File: src/rtl/mandelbrot_coord_dispatcher.sv
// Raster-scan coordinate dispatcher: issues one {x,y} pixel per cycle, round-robin,
// to whichever Mandelbrot processor is ready and not already holding a fresh job.
module mandelbrot_coord_dispatcher #(
    parameter int NUM_PROC = 4,
    parameter int H_RES    = 640,
    parameter int V_RES    = 480
) (
    input  logic                clk,
    input  logic                reset,
    input  logic                iStart,
    input  logic [NUM_PROC-1:0] iProcReady,
    output logic [NUM_PROC-1:0] oDataVal,
    output logic [18:0]         oCoord,
    output logic                oBusy,
    output logic                oDone,
    output logic [18:0]         oIssueCount
);

    localparam int          PW     = (NUM_PROC > 1) ? $clog2(NUM_PROC) : 1;
    localparam logic [9:0]  X_LAST = 10'(H_RES - 1);
    localparam logic [8:0]  Y_LAST = 9'(V_RES - 1);
    localparam logic [18:0] TOTAL  = 19'(H_RES * V_RES);

    typedef enum logic [1:0] {IDLE, SCAN, DONE} state_t;

    state_t              state;
    logic [9:0]          x;
    logic [8:0]          y;
    logic [PW-1:0]       rr_ptr;
    logic [NUM_PROC-1:0] hold_mask;

    logic [NUM_PROC-1:0] elig_p0;
    logic                grant_vld_p0;
    logic [PW-1:0]       grant_idx_p0;
    logic [NUM_PROC-1:0] grant_vec_p0;
    logic [PW-1:0]       cand;
    logic [PW-1:0]       rr_next_p0;

    // Stage p0: eligibility and rotating-priority grant from the current samples
    always_comb begin
        elig_p0      = iProcReady & ~hold_mask;
        grant_vld_p0 = 1'b0;
        grant_idx_p0 = '0;
        grant_vec_p0 = '0;
        cand         = '0;
        if (state == SCAN && oIssueCount != TOTAL) begin
            // Walk from the farthest offset down so the nearest eligible one wins.
            for (int i = NUM_PROC - 1; i >= 0; i--) begin
                cand = PW'((int'(rr_ptr) + i) % NUM_PROC);
                if (elig_p0[cand]) begin
                    grant_vld_p0 = 1'b1;
                    grant_idx_p0 = cand;
                end
            end
            if (grant_vld_p0) begin
                grant_vec_p0[grant_idx_p0] = 1'b1;
            end
        end
        rr_next_p0 = PW'((int'(grant_idx_p0) + 1) % NUM_PROC);
    end

    // Stage p1: registered issue, scan position and frame control
    always_ff @(posedge clk or negedge reset) begin
        if (!reset) begin
            state       <= IDLE;
            x           <= '0;
            y           <= '0;
            rr_ptr      <= '0;
            hold_mask   <= '0;
            oDataVal    <= '0;
            oCoord      <= '0;
            oBusy       <= 1'b0;
            oDone       <= 1'b0;
            oIssueCount <= '0;
        end else begin
            // A processor stays masked until it has visibly dropped ready once.
            hold_mask <= (hold_mask & iProcReady) | grant_vec_p0;
            oDataVal  <= grant_vec_p0;
            oDone     <= 1'b0;
            case (state)
                IDLE: begin
                    if (iStart) begin
                        state       <= SCAN;
                        oBusy       <= 1'b1;
                        x           <= '0;
                        y           <= '0;
                        oIssueCount <= '0;
                    end
                end
                SCAN: begin
                    if (oIssueCount == TOTAL) begin
                        state <= DONE;
                        oDone <= 1'b1;
                    end else if (grant_vld_p0) begin
                        oCoord      <= {x, y};
                        oIssueCount <= oIssueCount + 19'd1;
                        rr_ptr      <= rr_next_p0;
                        if (x == X_LAST) begin
                            x <= '0;
                            y <= (y == Y_LAST) ? 9'd0 : y + 9'd1;
                        end else begin
                            x <= x + 10'd1;
                        end
                    end
                end
                DONE: begin
                    state <= IDLE;
                    oBusy <= 1'b0;
                end
                default: begin
                    state <= IDLE;
                    oBusy <= 1'b0;
                end
            endcase
        end
    end

endmodule

File: config.mk
export PLATFORM = sky130hd
export DESIGN_NAME = mandelbrot_coord_dispatcher
export DESIGN_NICKNAME = d
export VERILOG_FILES = /design/src/rtl/mandelbrot_coord_dispatcher.sv
export SDC_FILE = /design/constraint.sdc
export NUM_CORES = 1
export LEC_CHECK = 0
export ABC_CLOCK_PERIOD_IN_PS = 2300
export BUFFER_PORTS_ARGS = -buffer_cell sky130_fd_sc_hd__buf_2
export CORE_UTILIZATION = 30
export DETAILED_ROUTE_END_ITERATION = 8
export PLACE_DENSITY = 0.46
export SYNTH_ARGS = -nofsm -noshare
export SYNTH_HDL_FRONTEND = slang
export SYNTH_SLANG_ARGS = --single-unit
File: constraint.sdc
create_clock -name clk -period 2.3 [get_ports clk]
set_input_delay 0.345 -clock clk [delete_from_list [all_inputs] [get_ports clk]]
set_output_delay 0.345 -clock clk [all_outputs]
set_load 0.01 [all_outputs]
# Yosys cells after proc, flatten, opt, wreduce, memory -nomap -nowiden
# Index checks and enable logic that the tools add are counted.
# classes
reduce_logical	9
n_addsub	7
muxes	46
bitwise_logic	6
eq_ne	10
n_lt_le_gt_ge	6
# op_table
operator	n
19-bit two-way mux	3
9-bit two-way mux	5
10-bit two-way mux	4
19-bit one-hot mux with 2 select lines	1
10-bit one-hot mux with 2 select lines	1
19-bit by 1-bit adder with 19-bit output (second input constant)	1
19-bit equality test (second input constant)	1
19-bit != test (second input constant)	1
9-bit one-hot mux with 2 select lines	1
2-bit two-way mux	8
2-bit by 3-bit less-than comparator with 1-bit output (second input constant)	5
1-bit two-way mux	14
10-bit by 1-bit adder with 10-bit output (second input constant)	1
10-bit equality test (second input constant)	1
9-bit by 1-bit adder with 9-bit output (second input constant)	1
9-bit equality test (second input constant)	1
4-bit AND	2
1-bit binary-select mux with 2-bit select	4
4-bit two-way mux	2
2-bit != test (second input constant)	3
5-bit AND reduction	1
2-bit by 1-bit adder with 2-bit output (second input constant)	2
2-bit adder (second input constant)	2
2-bit by 1-bit != test with 1-bit output (second input constant)	2
14 further kinds	17
# word_totals
out_inout_bits	44
reg_bits	71

# Longest topological paths before layout
# Gate-level depths: netlist of the first run.
# depth
word_depth	16
depth_mapped	11
depth_no_buf	7

# Worst setup path before layout of the first run
# OpenSTA, ideal clock, no wires.
# synth_timing
kind	register -> register
startpoint	register oIssueCount[0]
endpoint	register oIssueCount[14]
period_less_slack_ps	2108
setup_ps	66
path_slack_ps	192
t_required_ps	2234
arrival_time_ps	2042
path_stages_with_launch	11
cell_sequence	dfrtp_1 inv_1 ha_1 nand2_1 nor4bb_1 buf_6 a221o_1 buf_6 buf_6 or4_1 nand2_1
# synth_via
elab_chain_len	5
# synth_rtl
element	line_no	source
start: declaration	16	output logic [18:0] oIssueCount
start signal: assignment	96	oIssueCount <= oIssueCount + 19'd1;
branches (longest 5 deep; another with 19-bit by 1-bit adder with 19-bit output)	n/a	
# Parallel ways; which one is timed is not known. The select of a mux whose other input is x is not followed.
# A chain may end at the register's enable or synchronous reset.

# Final worst setup path of the first run
# layout_timing
startpoint	register oIssueCount[13]
endpoint	register oIssueCount[10]
# layout_via
elab_chain_len	5
# layout_rtl
element	line_no	source
19-bit != test	46	if (state == SCAN && oIssueCount != TOTAL) begin
1-bit logical AND	46	
1-bit two-way mux	46	
2-bit != test (no source line)	n/a	
4-bit AND reduction (no source line) (*)	n/a	
# Every way passes the cells marked *; elsewhere a longest branch is shown, timed or not.

==> results.toml, run 1 <==
[cts]
cts.clk_slew.worst_paths_ps = 50
cts-root-buf = "clkbuf_16"
worstSkewPairLatency_ps = 340
htree_levels = 3
hold_buffers = 0
clk_path_buf_depth = 2
cts_num_sinks = 71
cts_tree = "done"
cts_buffers = 9

[layout]
seqCellArea_um2 = 1780
n_fill_cell = 1197
multiInputGateArea_um2 = 1680
fin_area_um2 = 4460
area_growth_pct = 25.1
n_antenna_cell = 0
nets = 471
drive_gt1_share_pct = 22.9

[worst_setup_path]
reg2reg_depth = 7
critPathCaptureType = "flip-flop"
path_class = "reg -> reg"
path_max_fanout = 34
arrival_ps = 2450
cp.required_ps = 2560
crit_path_start_kind = "flip-flop"

[sta]
tightest_slew_ps = 680
fin_tns_setup_ps = 0
max_freq_mhz = 457
skew_ps = 4.53
timing.final.crit_period_ps = 2190
slew_violations = 0
timing.slew.headroom_pct = 54.5
timing.hold.ws_ps = 13.1
setup_viol = 0
setup_ws_ps = 111
hold_viol_final = 0
fin_crit_sh_pct = 95.2

[drt]
wl_per_cell_um = 15.5
viasPerCell = 5.14
drc = 6
wl_mm = 9.36
antenna_left = 0
drt_first_pass_iters = 6
detailroute.via_count = 3115
drtIter0Drc = 170

[min_path]
min_path_type = "in -> async"

[global_routing]
grt_max_degree = 48
grt_pass1_wl_mm = 15.8
track_usage_pct = 16.5
overflow = 0
grt_pass1_vias = 3143
antenna_found_initial = 0

[die]
fp.dieH_um = 111
initial_core_util_pct = 30.9
io_pins = 51
std_cell_rows = 39
die_x_um = 111
core_um2 = 11500
die-area_um2 = 12300

[synth]
yosysWarnings = 0
synth.distinct_cells = 54
synth_area_um2 = 3560
synth-main-ff-cell = "dfrtp_1"
yosysSeqAreaShare_pct = 49.9
synth_fp_nets = 398
synth_area_per_cell_um2 = 9.20
synth_edf_count = 0
synth-seq-cells = 71
syn_inst = 387
synthArstFlopShare_pct = 100

[outcome]
violations = "DRC"
status = "complete, but fails checks"

[power_and_ir_drop]
powerDensity_nw_per_um2 = 1060
peakVddDrop_uv = 307
power.leakage_uw = 0.00212
total_power_uw = 4730

[placement]
post-dp-hpwl_mm = 6.43
preCtsSetupSlack_ps = 6.54
placedInstanceArea_um2 = 4160
routabilityCongestion = 0.757
portBuffers = 50

[run]
max-cap-violations = 0
==> cell families after synthesis <==
group,after synthesis,share of synthesized area [%]
AND/OR/NAND/NOR,181,25.9
AO/OA/AOI/OAI,99,17.8
flip-flops,71,49.9
buffers and inverters,28,3.86
multiplexers,4,1.12
adder cells (fa/ha/maj),4,1.41
==> through the flow <==
step / utilization [%] / instances
detailed placement: 36.1 / 591
CTS: 38.4 / 605
global route: 38.7 / 606
finish: 38.7 / 606
floorplan: - / 387
global placement: 36.1 / 591
==> flip-flops by register name (all words and copies together) (netlist names) <==
| signal | count |
|---|---|
| oCoord | 19 |
| oIssueCount | 19 |
| x | 10 |
| y | 9 |
| hold_mask | 4 |
| oDataVal | 4 |
| rr_ptr | 2 |
| state | 2 |
| oBusy | 1 |
| oDone | 1 |
==> area by class of cell <==
| class | instances | share of cell area, % |
|---|---|---|
| Tap cell | 143 | 4.01 |
| Clock inverter | 1 | 0.112 |
| Timing Repair Buffer | 82 | 11.8 |
| Multi-Input combinational cell | 288 | 37.6 |
| Clock buffer | 13 | 5.84 |
| Sequential cell | 71 | 39.9 |
| Inverter | 8 | 0.674 |
==> Yosys cell counts (all sizes together), types with 3 or more instances <==
cell	number	area (um2)
or4	10	75.1
and2	3	18.8
nor2	20	80.1
ha	4	50.1
nand4	7	43.8
a41oi	3	26.3
nand2	79	297
a31oi	11	68.8
mux2i	4	40.0
nand3	14	70.1
nand2b	7	43.8
or3	7	43.8
inv	8	30.0
a21oi	26	130
nor3b	3	22.5
o21a	3	22.5
and3	10	67.6
buf	10	70.1
nor3	7	46.3
a211oi	5	37.5
dfrtp	71	1780
o31ai	8	60.1
nor2b	3	18.8
clkbuf	10	37.5
o21ai	23	115
o211ai	4	30.0
==> worst max-delay path, cell delays in order, from the launching register on <==
cell and delay, ps:
dfrtp_1 380, and3_4 200, nor4bb_1 140, buf_4 180, a221o_1 350, buf_12 180
or4_1 500, a21oi_1 170
==> power by group <==
group,internal (uW),switching [uW]
Clock,775,505
Sequential,1570,252
Combinational,685,943
Total,3030,1700
==> layout by cell type (no fill, tap or decap), types with 3 or more instances in the layout <==
cell type and count:
nor2b_1 3, o21ai_0 21, clkbuf_16 9, nand4_1 7, buf_2 50, nor3_1 6
nor3b_1 3, nor2_1 18, nand2_1 79, or3_1 7, and2_1 3, a211oi_1 4
or4_1 10, o211ai_1 4, a31oi_1 11, o31ai_1 8, nand3_1 14, and3_1 9
o21a_1 3, dfrtp_1 71, ha_1 4, a21oi_1 24, mux2i_1 4, nand2b_1 7
inv_1 8, buf_4 29, a41oi_1 3, buf_12 3
==> worst paths after layout <==
| path | from | to | slack, ps |
|---|---|---|---|
| worst max-delay path | oIssueCount[13] | oIssueCount[10] | 110 |
| max in group asynchronous | reset | oIssueCount[10] | 1610 |
| min in group clk | iProcReady[1] | hold_mask[1] | 230 |
| worst min-delay path | reset | oDataVal[1] | 10 |
| worst max register to register | oIssueCount[13] | oIssueCount[10] | 110 |
| worst min register to register | oCoord[4] | oCoord[4] | 470 |
==> layer usage <==
| metal | GRT usage [%] | wire [um] | vias up |
|---|---|---|---|
| met1 | 21.7 | 4640 | 1493 |
| met3 | 3.50 | 376 | 12 |
| met4 | 8.49 | 194 | 0 |
| met5 | 0 | 0 | - |
| li1 | - | - | 1554 |
| met2 | 25.7 | 4160 | 56 |
==> timing repair <==
action                                  4_1_cts  5_1_grt
endpoints found under the setup margin        0       30
setup buffers                                 0        1
resized for setup                             0        5
Note: power is estimated with default switching activity, not from simulation.
==> run 2, diff against run 1 <==
Settings changed: ABC_AREA set to 1.
==> run 2 against run 1 <==
The run now ends clean; sequential power fell by 3%; non-clock buffer count shrank 16; die area increased by 10%; hold slack improved by 230 ps; via count is 12% higher; sequential cell count stayed put.
==> results.toml, run 2 <==
[layout]
n_antenna_cell = 0
n_fill_cell = 1384
final_common_cell = "nand2_1"
layout_common_cells = "nand2_1, dfrtp_1, buf_2, inv_1"
area_growth_pct = 20.3
reg_top3 = "oCoord (19), oIssueCount (19), x (10)"
nets = 598
drive_gt1_share_pct = 16.1

[worst_setup_path]
crit_end = "oIssueCount[14]"
path_buf_inv = 4
crit_path_top_delay_cell = "dfrtp_1"
path_class = "reg -> reg"
arrival_ps = 2210
reg2reg_depth = 13
worstPathCellList = "inv_2, nand2_1, nand2_2, inv_1, nand2_1, nand2_1, inv_2, nand3_2, nand2_4, nand2_2, nand2_2, buf_4, o21ai_0"
rr_startpoint = "rr_ptr[0]"
critPathLaunch = "rr_ptr[0]"
cp.required_ps = 2510
reg2reg_slack_ps = 300
critPathCaptureType = "flip-flop"
path_max_fanout = 28
r2r_end = "oIssueCount[14]"
cp_top_family = "simple AND/OR/NAND/NOR gates"
slowest_delay_ps = 460
crit_path_start_kind = "flip-flop"
cp.depth = 13

[synth]
netlist_top_cells_count = "nand2_1, dfrtp_1, inv_1"
synth.distinct_cells = 32
synth-seq-cells = 71
synth_top_cell_by_area = "dfrtp_1"
synth-main-ff-cell = "dfrtp_1"
yosysWarnings = 0
ys_top_cells_by_area = "dfrtp_1, nand2_1, nand3_1, inv_1, xor2_1"
synthArstFlopShare_pct = 100
synth_fp_nets = 539
synth_edf_count = 0
synth_area_um2 = 3930
syn_inst = 528
synth_top_area_share_pct = 45.3
synth_area_per_cell_um2 = 7.44
yosysSeqAreaShare_pct = 45.3
synth.most_common_cell = "nand2_1"

[global_routing]
overflow = 0
grt_pass1_vias = 3255
grt_pass1_wl_mm = 16.4
antenna_found_initial = 0
track_usage_pct = 16.0
grt_max_degree = 47

[drt]
drtIter0Drc = 166
wl_per_cell_um = 12.8
wl_mm = 9.76
detailroute.via_count = 3504
drt_first_pass_iters = 4
viasPerCell = 4.59
drc = 0
antenna_left = 0

[power_and_ir_drop]
powerDensity_nw_per_um2 = 1150
switching_share_pct = 40.9
peakVddDrop_uv = 393
internal_power_uw = 3210
p_seq_share_pct = 32.3
clkPwrFrac_pct = 27.3
p_comb_share_pct = 40.4
total_power_uw = 5440
power.leakage_uw = 0.00254
p_switching_uw = 2230

[die]
std_cell_rows = 41
io_pins = 51
die-area_um2 = 13500
die_x_um = 116
core_um2 = 12700
initial_core_util_pct = 31.0
fp.dieH_um = 116

[cts]
worstSkewPairLatency_ps = 340
cts.clk_slew.worst_paths_ps = 50
htree_levels = 3
cts_buffers = 9
ctsResizeCount = 0
cts-root-buf = "clkbuf_16"
clk_path_buf_depth = 2
post_cts_buffers = 0
hold_buffers = 1
cts_num_sinks = 71
cts_tree = "done"

[outcome]
status = "complete, no violations"

[placement]
post-dp-hpwl_mm = 7.11
preCtsSetupSlack_ps = 312
routabilityCongestion = 0.824
portBuffers = 50

[sta]
tightest_slew_ps = 568
setup_viol = 0
fin_crit_sh_pct = 86.9
slew_violations = 0
timing.final.crit_period_ps = 2000
fin_tns_setup_ps = 0
rsz0062_at_grt = "false"
timing.slew.headroom_pct = 61.8
skew_ps = 6.68
max_freq_mhz = 501
setup_ws_ps = 302
hold_viol_final = 0

[run]
max-cap-violations = 0

[min_path]
min_path_type = "in -> reg"
run 2: area by class of cell:
type / instances / area [um2] / share of cell area, %
Multi-Input combinational cell: 386 / 1830 / 38.8
Timing Repair Buffer: 66 / 385 / 8.16
Tap cell: 172 / 215 / 4.56
Inverter: 53 / 201 / 4.27
Clock inverter: 4 / 70.1 / 1.48
Sequential cell: 71 / 1780 / 37.6
Clock buffer: 11 / 243 / 5.14
run 2: kinds of logic after synthesis:
kind of cell,synth area share [%]
simple gates,35.5
buf+inv,8.13
flops,45.3
compound gates,5.42
xor+xnor,4.46
fa+ha+maj,1.27
run 2: stage by stage:
stage               hold WS [ps]  cell area [um2]  cells  util (%)
finish                       244             4720    763      37.3
global route                 232             4720    763      37.3
CTS                          228             4720    763      37.3
detailed placement           225             4400    747      34.7
global placement             224             4400    747      34.7
floorplan                   49.4             3930    528         -
run 2: layer usage:
layer | part of all wire [%] | global-route usage (%)
met1 | 48 | 20.8
met2 | 46 | 24.9
met3 | 4.6 | 5.29
met4 | 1.6 | 5.56
met5 | 0 | 0
run 2: how the worst min path moves through the flow:
stage | startpoint | end | slack, ps | cells past startpoint
2_1_floorplan | reset | hold_mask[0] | 50 | 0
3_3_place_gp | reset | hold_mask[2] | 220 | 1
3_5_place_dp | reset | hold_mask[2] | 230 | 1
4_1_cts | iProcReady[0] | hold_mask[0] | 230 | 3
5_1_grt | iProcReady[0] | hold_mask[0] | 230 | 3
6_report | iProcReady[0] | hold_mask[0] | 240 | 3
run 2: power groups by stage:
stage	Clock (uW)	Sequential [uW]	Combinational [uW]
2_1_floorplan	0	1790	1710
3_3_place_gp	0	1780	2210
3_5_place_dp	0	1780	2230
4_1_cts	1540	1760	2240
5_1_grt	1590	1800	2570
6_report	1480	1760	2200
run 2: worst min-delay path, stage by stage:
cell and delay (ps):
buf_2 100, nand2_1 50, nand2_1 50
